`config.mk`:
```
export PLATFORM = sky130hd
export DESIGN_NAME = vga_timing_gen
export DESIGN_NICKNAME = d
export VERILOG_FILES = /design/src/rtl/vga_pkg.sv /design/src/rtl/vga_sync_delay.sv /design/src/rtl/vga_timing_gen.sv
export SDC_FILE = /design/constraint.sdc
export NUM_CORES = 1
export LEC_CHECK = 0
export ABC_AREA = 1
export BUFFER_PORTS_ARGS = -buffer_cell sky130_fd_sc_hd__buf_2
export CAP_MARGIN = 20
export CORE_ASPECT_RATIO = 1.4
export CORE_MARGIN = 2
export CORE_UTILIZATION = 30
export CTS_CLUSTER_SIZE = 28
export DETAILED_ROUTE_END_ITERATION = 8
export GPL_TIMING_DRIVEN = 0
export PLACE_DENSITY = 0.52
export SLEW_MARGIN = 20
export SYNTH_ARGS = -nofsm -noshare
export SYNTH_HDL_FRONTEND = slang
export SYNTH_SLANG_ARGS = --single-unit
```
`constraint.sdc`:
```
create_clock -name pclk -period 4.9 [get_ports pclk]
set_input_delay 0.735 -clock pclk [delete_from_list [all_inputs] [get_ports pclk]]
set_output_delay 0.735 -clock pclk [all_outputs]
set_load 0.03 [all_outputs]
```
`src/rtl/vga_pkg.sv`:
```
// VGA timing constants for the supported modes, plus the flag bundle shared by the generator.
// Pure definitions: no logic, no latency, no flow control.
package vga_pkg;

    // 1024x768 @ 70 Hz, 75 MHz pixel clock
    localparam int XGA70_PCLK_HZ   = 75_000_000;
    localparam int XGA70_H_ACTIVE  = 1024;
    localparam int XGA70_H_FP      = 24;
    localparam int XGA70_H_SYNC    = 136;
    localparam int XGA70_H_BP      = 144;
    localparam int XGA70_V_ACTIVE  = 768;
    localparam int XGA70_V_FP      = 3;
    localparam int XGA70_V_SYNC    = 6;
    localparam int XGA70_V_BP      = 29;

    // 800x600 @ 60 Hz, 40 MHz pixel clock
    localparam int SVGA60_PCLK_HZ  = 40_000_000;
    localparam int SVGA60_H_ACTIVE = 800;
    localparam int SVGA60_H_FP     = 40;
    localparam int SVGA60_H_SYNC   = 128;
    localparam int SVGA60_H_BP     = 88;
    localparam int SVGA60_V_ACTIVE = 600;
    localparam int SVGA60_V_FP     = 1;
    localparam int SVGA60_V_SYNC   = 4;
    localparam int SVGA60_V_BP     = 23;

    typedef struct packed {
        logic hsync;
        logic vsync;
        logic hblnk;
        logic vblnk;
    } flags_t;

    function automatic int total4(input int a, input int b, input int c, input int d);
        return a + b + c + d;
    endfunction

endpackage

```
`src/rtl/vga_sync_delay.sv`:
```
// Sync/blank delay line: DEPTH ce-gated register stages on a 4-bit bundle, wire passthrough at DEPTH 0.
// Latency DEPTH ce-qualified cycles; stages hold while i_ce is low.
module vga_sync_delay #(
    parameter int         DEPTH   = 0,
    parameter logic [3:0] RST_VAL = 4'h0
) (
    input  logic       i_clk,
    input  logic       i_rst,
    input  logic       i_ce,
    input  logic [3:0] i_dat,
    output logic [3:0] o_dat
);

    generate
        if (DEPTH == 0) begin : g_pass
            logic w_unused;
            assign w_unused = ^{i_clk, i_rst, i_ce};
            assign o_dat    = i_dat;
        end else begin : g_shift
            logic [3:0] r_stage [DEPTH];

            always_ff @(posedge i_clk) begin
                if (i_rst) begin
                    for (int i = 0; i < DEPTH; i++) begin
                        r_stage[i] <= RST_VAL;
                    end
                end else if (i_ce) begin
                    r_stage[0] <= i_dat;
                    for (int i = 1; i < DEPTH; i++) begin
                        r_stage[i] <= r_stage[i-1];
                    end
                end
            end

            assign o_dat = r_stage[DEPTH-1];
        end
    endgenerate

endmodule

```
`src/rtl/vga_timing_gen.sv`:
```
// VGA raster timing: pixel/line counters, sync/blank decode, line/frame pulses, frame counter.
// All outputs registered; flags lag counts by SYNC_DELAY; everything holds while ce is low.
module vga_timing_gen
    import vga_pkg::*;
#(
    parameter int H_ACTIVE   = XGA70_H_ACTIVE,
    parameter int H_FP       = XGA70_H_FP,
    parameter int H_SYNC     = XGA70_H_SYNC,
    parameter int H_BP       = XGA70_H_BP,
    parameter int V_ACTIVE   = XGA70_V_ACTIVE,
    parameter int V_FP       = XGA70_V_FP,
    parameter int V_SYNC     = XGA70_V_SYNC,
    parameter int V_BP       = XGA70_V_BP,
    parameter int H_POL      = 0,
    parameter int V_POL      = 0,
    parameter int CW         = 11,
    parameter int SYNC_DELAY = 0
) (
    input  logic          pclk,
    input  logic          rst,
    input  logic          ce,
    output logic [CW-1:0] hcount,
    output logic [CW-1:0] vcount,
    output logic          hsync,
    output logic          vsync,
    output logic          hblnk,
    output logic          vblnk,
    output logic          line_start,
    output logic          frame_start,
    output logic [7:0]    frame_cnt
);

    localparam int H_TOTAL = total4(H_ACTIVE, H_FP, H_SYNC, H_BP);
    localparam int V_TOTAL = total4(V_ACTIVE, V_FP, V_SYNC, V_BP);

    localparam logic HS_ON = (H_POL != 0);
    localparam logic VS_ON = (V_POL != 0);

    localparam logic [CW-1:0] H_LAST  = CW'(H_TOTAL - 1);
    localparam logic [CW-1:0] V_LAST  = CW'(V_TOTAL - 1);
    localparam logic [CW-1:0] H_BLANK = CW'(H_ACTIVE);
    localparam logic [CW-1:0] V_BLANK = CW'(V_ACTIVE);
    localparam logic [CW-1:0] H_SBEG  = CW'(H_ACTIVE + H_FP);
    localparam logic [CW-1:0] H_SEND  = CW'(H_ACTIVE + H_FP + H_SYNC - 1);
    localparam logic [CW-1:0] V_SBEG  = CW'(V_ACTIVE + V_FP);
    localparam logic [CW-1:0] V_SEND  = CW'(V_ACTIVE + V_FP + V_SYNC - 1);

    localparam flags_t FLAGS_RST = '{hsync: ~HS_ON, vsync: ~VS_ON, hblnk: 1'b0, vblnk: 1'b0};

    generate
        if (H_TOTAL > (1 << CW) || V_TOTAL > (1 << CW)) begin : g_bad_cw
            $error("vga_timing_gen: H_TOTAL or V_TOTAL does not fit in CW bits");
        end
        if (SYNC_DELAY < 0 || SYNC_DELAY > 7) begin : g_bad_delay
            $error("vga_timing_gen: SYNC_DELAY must be 0..7");
        end
    endgenerate

    logic          r_restart;
    logic [CW-1:0] r_hcount;
    logic [CW-1:0] r_vcount;
    logic [7:0]    r_frame_cnt;
    logic          r_line_start;
    logic          r_frame_start;
    flags_t        r_flags;

    logic          w_h_wrap;
    logic          w_v_wrap;
    logic [CW-1:0] w_h_nxt;
    logic [CW-1:0] w_v_nxt;
    logic          w_line_evt;
    logic          w_frame_evt;
    flags_t        w_flags_nxt;
    flags_t        w_flags_dly;

    // After reset the first ce cycle lands on (0,0) instead of advancing, and is a line+frame start.
    always_comb begin
        w_h_wrap    = (r_hcount >= H_LAST);
        w_v_wrap    = (r_vcount >= V_LAST);
        w_h_nxt     = w_h_wrap ? '0 : r_hcount + CW'(1);
        w_v_nxt     = r_vcount;
        if (w_h_wrap) begin
            w_v_nxt = w_v_wrap ? '0 : r_vcount + CW'(1);
        end
        w_line_evt  = w_h_wrap;
        w_frame_evt = w_h_wrap && w_v_wrap;
        if (r_restart) begin
            w_h_nxt     = '0;
            w_v_nxt     = '0;
            w_line_evt  = 1'b1;
            w_frame_evt = 1'b1;
        end
    end

    // Flags are decoded from the next counts so the registered flags line up with the registered counts.
    always_comb begin
        w_flags_nxt       = FLAGS_RST;
        w_flags_nxt.hblnk = (w_h_nxt >= H_BLANK);
        w_flags_nxt.vblnk = (w_v_nxt >= V_BLANK);
        w_flags_nxt.hsync = ((w_h_nxt >= H_SBEG) && (w_h_nxt <= H_SEND)) ? HS_ON : ~HS_ON;
        w_flags_nxt.vsync = ((w_v_nxt >= V_SBEG) && (w_v_nxt <= V_SEND)) ? VS_ON : ~VS_ON;
    end

    always_ff @(posedge pclk) begin
        if (rst) begin
            r_restart     <= 1'b1;
            r_hcount      <= '0;
            r_vcount      <= '0;
            r_frame_cnt   <= '0;
            r_line_start  <= 1'b0;
            r_frame_start <= 1'b0;
            r_flags       <= FLAGS_RST;
        end else if (ce) begin
            r_restart     <= 1'b0;
            r_hcount      <= w_h_nxt;
            r_vcount      <= w_v_nxt;
            r_line_start  <= w_line_evt;
            r_frame_start <= w_frame_evt;
            r_flags       <= w_flags_nxt;
            if (w_frame_evt && !r_restart) begin
                r_frame_cnt <= r_frame_cnt + 8'd1;
            end
        end else begin
            r_line_start  <= 1'b0;
            r_frame_start <= 1'b0;
        end
    end

    vga_sync_delay #(
        .DEPTH   (SYNC_DELAY),
        .RST_VAL (4'(FLAGS_RST))
    ) u_sync_delay (
        .i_clk (pclk),
        .i_rst (rst),
        .i_ce  (ce),
        .i_dat (r_flags),
        .o_dat (w_flags_dly)
    );

    assign hcount      = r_hcount;
    assign vcount      = r_vcount;
    assign frame_cnt   = r_frame_cnt;
    assign line_start  = r_line_start;
    assign frame_start = r_frame_start;
    assign hsync       = w_flags_dly.hsync;
    assign vsync       = w_flags_dly.vsync;
    assign hblnk       = w_flags_dly.hblnk;
    assign vblnk       = w_flags_dly.vblnk;

endmodule

```
# Word-level counts from Yosys, hierarchy flattened
# Index checks and enable logic that the tools add are counted.
[classes]
n_mux = 9
mul = 0
n_shift = 0
n_reduce_logical = 7
div_mod_pow = 0
n_eq_ne = 0
magnitude_cmp = 8
addsub = 3
bitwise_logic = 1
[ops]
columns = ["op", "count"]
rows = [
  ["$mux W11", 5],
  ["$ge A11 B10 Y1 const B", 3],
  ["$ge A11 B11 Y1 const B", 3],
  ["$add A11 B1 Y11 const B", 2],
  ["$le A11 B10 Y1 const B", 1],
  ["$le A11 B11 Y1 const B", 1],
  ["$add A8 B1 Y8 const B", 1],
  ["$logic_and A1 B1 Y1", 4],
  ["$mux W1", 4],
  ["$reduce_and A2 Y1", 1],
  ["$reduce_or A2 Y1", 1],
  ["$logic_not A1 Y1", 1],
  ["$not A1 Y1", 1],
]
[word_totals]
ram_bits = 0
in_bits = 3
latch_bits = 0
out_inout_bits = 36
regBits = 37
mem_count = 0
rom_bits = 0
word_cells = 38

# Logic depth before layout (Yosys ltp)
# Gate-level depths: netlist (run 1).
[depth]
ltp_word = 7
ltp_mapped = 15
ltp_nobuf = 15

# Cells and area by module
# From an unflattened synthesis (run 1), not the netlist that was laid out.
[hier_totals]
hier_cells = 326
hier_area_um2 = 2173.3
[by_module_without_submodules]
columns = ["mod", "cells_per_inst", "instances", "area_each_um2", "seq_area_each_um2"]
rows = [
  ["vga_timing_gen", 322, 1, 2143.3, 720.7],
  ["vga_sync_delay", 4, 1, 30.0, 0.0],
]

# Worst setup path before layout (run 1)
# Ideal clock, no wire load.
[synth_timing]
path_type = "reg2reg"
start = "register r_hcount[0], in the netlist hcount[0]"
end = "register r_flags[2] (netlist name)"
path_buffers = 2
stages_incl_launch_ff = 15
t_arrival_ps = 1929
slack_ps = 2856
setup_ps = 115
period_less_slack_ps = 2044
required_ps = 4785
cell_sequence = "dfxtp_1 ha_1 nand3_1 nand2_1 nand3_2 nand3_2 buf_6 buf_6 nand2_1 nand2_1 nand3_2 o21ai_1 nand2_1 a21oi_1 nand2_1"
[synth_via]
elab_chain_len = 6
elab_cells_between_ends = 7
cone_classes = "3 x order compare; 3 x mux; 1 x reduce/logical"
[synth_rtl]
columns = ["element", "line_no", "source"]
rows = [
  ["from (decl)", "vga_timing_gen.sv:60", "logic [CW-1:0] r_hcount;"],
  ["from (signal assigned)", "vga_timing_gen.sv:115", "r_hcount <= w_h_nxt;"],
  ["$ge A11 B11 Y1 (*)", "vga_timing_gen.sv:78", "w_h_wrap = (r_hcount >= H_LAST);"],
  ["$mux W11 (*)", "vga_timing_gen.sv:82", "if (w_h_wrap) begin"],
  ["$mux W11 (*)", "vga_timing_gen.sv:87", "if (r_restart) begin"],
  ["$ge A11 B10 Y1 or $le A11 B10 Y1 (tied branches)", "vga_timing_gen.sv:101", "w_flags_nxt.vsync = ((w_v_nxt >= V_SBEG) && (w_v_nxt <= V_SEND)) ? VS_ON : ~VS_ON;"],
  ["$logic_and A1 B1 Y1 (*)", "vga_timing_gen.sv:101", ""],
  ["$mux W1 (*)", "vga_timing_gen.sv:101", ""],
  ["to (signal assigned)", "vga_timing_gen.sv:119", "r_flags <= w_flags_nxt;"],
  ["to (decl)", "vga_timing_gen.sv:65", "flags_t r_flags;"],
]
# Mark *: on every way between the ends. The rest lies on a longest branch, timed or not.
# A chain may end at the register's enable or synchronous reset.

# Worst setup path after layout (run 1)
# Ends and elaborated chain as after synthesis.

==> metrics.md, run 1 <==
| Metric | Value |
|---|---|
| Status | complete, no violations |
| Vias in the first global route | 2,129 |
| Crit end category | register |
| Largest net degree at the start of global routing | 13 |
| Post-synthesis register bit count | 36 |
| CP Launch Type | register |
| Area grow syn2layout | 19.61% |
| CTS H-Tree Depth | 2 |
| Most frequent cell after synthesis | nand2_1 |
| Layout fillers | 819 |
| Clock sink total | 36 |
| DRC | 0 |
| Min Clock Period, post-route | 2112 ps |
| Setup bufs post-CTS | 0 |
| Core box area | 0.006937 sq mm |
| DP Area | 0.002452 sq mm |
| Peak supply drop | 0.1788 mV |
| Critical Path RT | 5080 ps |
| DR pass1 iterations | 4 |
| CTS Buf Count | 5 |
| DRT iter0 DRCs | 104 |
| Final #Nets | 374 |
| Final Non-Filler Cells | 463 |
| Top post-synthesis cells by area | dfxtp_1 34%, nand2_1 14%, inv_1 6.5% |
| Post-synthesis cell area | 0.002143 sq mm |
| CTS tree | yes |
| Clock tree buffer depth | 2 |
| DIE AREA | 0.007846 sq mm |
| Final Hold Viols | 0 |
| Number of synthesized flops with an enable pin | 0 |
| Die width | 75.44 um |
| Worst-path fanout max | 10 |
| RSZ-0062 raised after global routing | no |
| Total GRT Usage | 0.1603 |
| First-pass GRT wire length | 9860 um |
| Reg2Reg Setup Slack | 2790 ps |
| Design area | 0.002564 sq mm |
| Final setup viols | 0 |
| WHS Path Cells | 2 |
| YS warnings | 0 |
| Power Density | 256.9 mW/mm^2 |
| Syn Inst Count | 322 |
| CP arrival | 2300 ps |
| Syn avg cell area | 6.656 sq um |
| Via count | 2,212 |
| Setup_tns | 0 ps |
| Clk slew on worst S/H paths | 80 ps |
| Initial antenna violation count | 0 |
| Synth cell types | 33 |
| Rel. slew slack | 0.6294 |
| Final ANT Viol Nets | 0 |
| Post-DP HPWL | 4612 um |
| LEAKAGE | 0.001118 uW |
| Kind of critical path | register to register |
| Dominant synthesized flop cell | dfxtp_1 |
| Ys async rst share | 0 |
| Drt total wl | 5987 um |
| Chip height | 104.0 um |
| Final slew viol count | 0 |
| Register area share after synthesis | 0.3363 |
| Synth cell count leaders | 82 x nand2_1, 37 x inv_1, 36 x dfxtp_1, 36 x nor2_1, 24 x a21oi_1 |
| Fmax achieved | 473.6 MHz |
| Worst-Margin Slew | 555.9 ps |
| Top cell type's share of synthesized area | 0.3363 |
| Cell taking the most area after synthesis | dfxtp_1 |
| Remaining global-route overflow | 0 |
| Placed Instances | 455 |
| GP Congestion | 0.8143 |
| Routed length per instance | 12.93 um |
| Row Count | 36 |
| Starting density of the core | 0.3090 |
| PostCTS Resize Cnt | 0 |
| Syn Nets | 329 |
| Clock root buffer | clkbuf_8 |
| Worst skew pair latency | 290 ps |
| Ant diodes | 0 |
| Post-DR vias/cell | 4.778 |
| # IOs | 39 |
| Reg2reg path depth | 14 |
| Fin crit share | 0.4309 |
| # hold bufs at CTS | 0 |
| Final clock skew | 4.876 ps |
| Worst Hold Class | register to register |
| Share of cells above drive strength 1 | 0.1821 |
| Max cap viols | 0 |
| I/O Buffers | 38 |
[state kept, by name (all words and copies together), names as in the netlist]
name and cells:
hcount 11, vcount 11, frame_cnt 8, r_flags 3
frame_start 1, line_start 1, r_restart 1
[metrics by stage]
stage                     setup WS (ps)  total power, uW  hold slack [ps]  utilization
after floorplan                    2856            375.5            593.6            -
after global placement             2810            401.6            452.9       0.3535
after detailed placement           2786            402.2            456.1       0.3535
after CTS                          2761            669.4            478.3       0.3696
after global routing               2591            693.6            511.4       0.3696
final                              2788            658.5            476.3       0.3696
[cells by family after synthesis]
kind of cell	share of synthesized area
AO/OA/AOI/OAI	0.1646
XOR/XNOR	0.03269
adder cells (fa/ha/maj)	0.02335
buffers and inverters	0.09515
flip-flops	0.3363
AND/OR/NAND/NOR	0.3479
[report_power, final]
part | leakage, uW | switching (uW) | internal (uW)
Clock | 0.0000541 | 113 | 151
Combinational | 0.000770 | 58.7 | 22.5
Sequential | 0.000294 | 11.8 | 302
[layout make-up]
| type | count | area [sq um] | area share |
|---|---|---|---|
| flip-flops and latches | 36 | 720.7 | 0.2811 |
| multi-input cells | 237 | 1219 | 0.4754 |
| clock buffers | 5 | 68.82 | 0.02684 |
| repair buffers | 38 | 190.2 | 0.07418 |
| plain buffers | 10 | 57.56 | 0.02245 |
| clock inverters | 3 | 42.54 | 0.01659 |
| well taps | 95 | 118.9 | 0.04636 |
| inverters | 39 | 146.4 | 0.05710 |
[layout by cell type, fill, tap and decap left out, types with 4 or more instances in the layout]
master,count
xor2_1,6
nor2_1,36
nor3_1,8
buf_2,39
ha_1,4
a21oi_1,24
clkbuf_1,6
o21ai_0,18
nand2_1,82
nand4_1,6
inv_1,37
dfxtp_1,36
nand3_2,6
o21ai_1,5
a211oi_1,8
clkbuf_8,5
nand3_1,17
[critical path, stage by stage, from the launching register on]
cell,delay (ps)
dfxtp_1,410
ha_1,230
nand3_1,130
nand2_1,100
nand3_2,90
nand3_2,110
buf_6,160
buf_6,150
nand2_1,60
nand2_1,70
nand3_2,80
o21ai_1,150
nand2_1,60
a21oi_1,150
nand2_1,70
[final timing paths]
path | from | endpoint
worst min register to register | r_flags[3] | r_flags[3]
worst max-delay path | hcount[0] | r_flags[2]
worst max register to register | hcount[0] | r_flags[2]
worst min-delay path | r_flags[3] | r_flags[3]
[per-layer routing]
metal  part of all wire  wire, um  global-route usage  up-vias
met5                  0         0                   0        -
met4              0.024       141             0.07143        0
met3              0.033       195             0.03004       12
met2               0.51      3024              0.2615       45
met1               0.44      2626              0.1988     1009
li1                   -         -                   -     1146
Power figures use the tool's default switching activity.
==> inputs of run 2 (changes only) <==
Settings changed: PLACE_DENSITY 0.52 to 0.54.
Clock period 4.9 ns to 1.75 ns, I/O delays scaled along.
==> run 2 against run 1 <==
Via count rose by 9.9%. Die area did not move. Clock-buffer cell count up 1. Register-to-register slack got worse by 2900 ps. Largest power group unchanged. Flip-flop and latch count stayed put. Core utilization is 11 points higher. Highest routed layer unchanged. The flow now finishes with violations (setup timing). Sequential share of layout area is 4.8 points lower. Combinational power grew to 3.8 times the previous value. Setup slack worse by 2900 ps. Final area is 29% higher. Critical path depth unchanged.
==> metrics.md, run 2 (synthesis gave the netlist of run 1 again) <==
| Metric | Value |
|---|---|
| Critical Path RT | 1930 ps |
| DRC | 0 |
| Status | finished with violations |
| Starting density of the core | 0.3090 |
| Worst-Margin Slew | 681.3 ps |
| CTS tree | yes |
| Worst Hold Class | primary input to register |
| LEAKAGE | 0.001378 uW |
| Largest net degree at the start of global routing | 12 |
| Die width | 75.44 um |
| # hold bufs at CTS | 0 |
| Worst-path fanout max | 5 |
| Remaining global-route overflow | 0 |
| Initial antenna violation count | 0 |
| Share of cells above drive strength 1 | 0.4787 |
| Final clock skew | 4.052 ps |
| Metal-1 WL | 2754 um |
| Final Hold Viols | 0 |
| Row Count | 36 |
| GP Congestion | 0.8261 |
| Vias in the first global route | 2,173 |
| Max cap viols | 0 |
| CP Launch Type | register |
| RSZ-0062 raised after global routing | yes |
| Routed length per instance | 13.98 um |
| Min Clock Period, post-route | 1894 ps |
| Final slew viol count | 0 |
| Post-DR vias/cell | 4.919 |
| Final ANT Viol Nets | 0 |
| Clock sink total | 36 |
| Hold slack | 349.5 ps |
| Most frequent cells in the layout | 62 x nand2_1, 39 x buf_2, 31 x inv_1, 27 x buf_4, 22 x nor2_1 |
| Final #Nets | 405 |
| Crit end category | register |
| Met3 WL post-DR | 171 um |
| Final setup viols | 17 |
| Clock root buffer | clkbuf_8 |
| DIE AREA | 0.007846 sq mm |
| Setup ws final | -144.3 ps |
| Post-DP HPWL | 4564 um |
| I/O Buffers | 38 |
| Fin crit share | 1.082 |
| Core box area | 0.006937 sq mm |
| DR pass1 iterations | 4 |
| DRT iter0 DRCs | 91 |
| Layout fillers | 733 |
| Area grow syn2layout | 54.29% |
| Failing checks | setup timing |
| Total GRT Usage | 0.1688 |
| DP Area | 0.002502 sq mm |
| Most common cell after layout, fill and taps aside | nand2_1 |
| Peak supply drop | 0.4837 mV |
| Design area | 0.003307 sq mm |
| Via count | 2,430 |
| Fin util | 0.4767 |
| Power Density | 545.4 mW/mm^2 |
| Drt total wl | 6907 um |
| Worst skew pair latency | 290 ps |
| Fmax achieved | 527.9 MHz |
| Top sig layer | met4 |
| Ant diodes | 0 |
| # IOs | 39 |
| Rel. slew slack | 0.5458 |
| CTS H-Tree Depth | 2 |
| Clk slew on worst S/H paths | 80 ps |
| CTS Buf Count | 5 |
| CP arrival | 2070 ps |
| Clock tree buffer depth | 2 |
| Kind of critical path | register to register |
| Met2 WL | 3810 um |
| First-pass GRT wire length | 10,300 um |
| Chip height | 104.0 um |
-- run 2: cell count changes in the layout (fill, tap and decap cells not counted), moves of 7 or more --
cell / previous run / this run
o21ai_0: 18 / 10
nor2_2: 2 / 10
a21oi_1: 24 / 16
o21ai_2: 0 / 7
nand2_2: 0 / 13
a21oi_2: 1 / 8
nand2_1: 82 / 62
dfxtp_2: 0 / 12
nand3_4: 0 / 7
dfxtp_1: 36 / 15
nor2_1: 36 / 22
buf_4: 1 / 27
dfxtp_4: 0 / 9
-- run 2: worst paths after layout --
kind / startpoint / end / slack (ps) / cells after the start
worst max register to register: hcount[0] / r_flags[3] / -140 / 14
worst min-delay path: ce / frame_start / 350 / 3
worst max-delay path: hcount[0] / r_flags[3] / -140 / 14
worst min register to register: r_flags[3] / r_flags[3] / 470 / 2
-- run 2: through the flow --
stage | setup TNS (ps) | setup WS (ps) | std cells | power [uW]
5_1_grt | -3431 | -253.5 | 494 | 1893
6_report | -803.7 | -144.3 | 494 | 1804
2_1_floorplan | -33.96 | -27.20 | 322 | 1053
3_3_place_gp | -2450 | -284.2 | 455 | 1125
4_1_cts | -831.4 | -147.1 | 480 | 1783
3_5_place_dp | -2757 | -277.0 | 455 | 1126
-- run 2: timing repair --
action | 4_1_cts | 5_1_grt
setup endpoints to repair | 24 | 27
pin swaps | 22 | 31
buffers inserted | 16 | 13
gates cloned | 1 | 1
resized for setup | 47 | 75
-- run 2: where the power goes --
group	total, uW	internal [uW]	switching [uW]
registers	876	838	38.2
clock network	623	314	308
logic	305	102	202
-- run 2: final cells by class --
cell class,count,area [sq um],share of cell area
multi-input combinational,237,1620,0.4900
sequential,36,769.5,0.2327
timing repair buffer,69,480.5,0.1453
inverter,39,160.2,0.04843
tap,95,118.9,0.03594
clock buffer,6,82.58,0.02497
buffer,10,65.06,0.01967
clock inverter,2,10.01,0.003027
-- run 2: critical path, stage by stage (launching register included) --
cell	delay [ps]
dfxtp_4	360
ha_4	170
nand3_4	70
nand2_4	50
nand3_4	70
nand3_4	120
buf_4	170
nor2_4	160
nand2_1	90
nor2_2	110
nor2_1	70
nand2_1	70
nor2_1	50
o21ai_1	150
nand2_1	60
-- run 2: metal layers --
metal,global-route usage,vias to the layer above
met5,0,-
met4,0.05639,0
met3,0.02713,15
met2,0.2969,41
met1,0.2001,1154
li1,-,1220
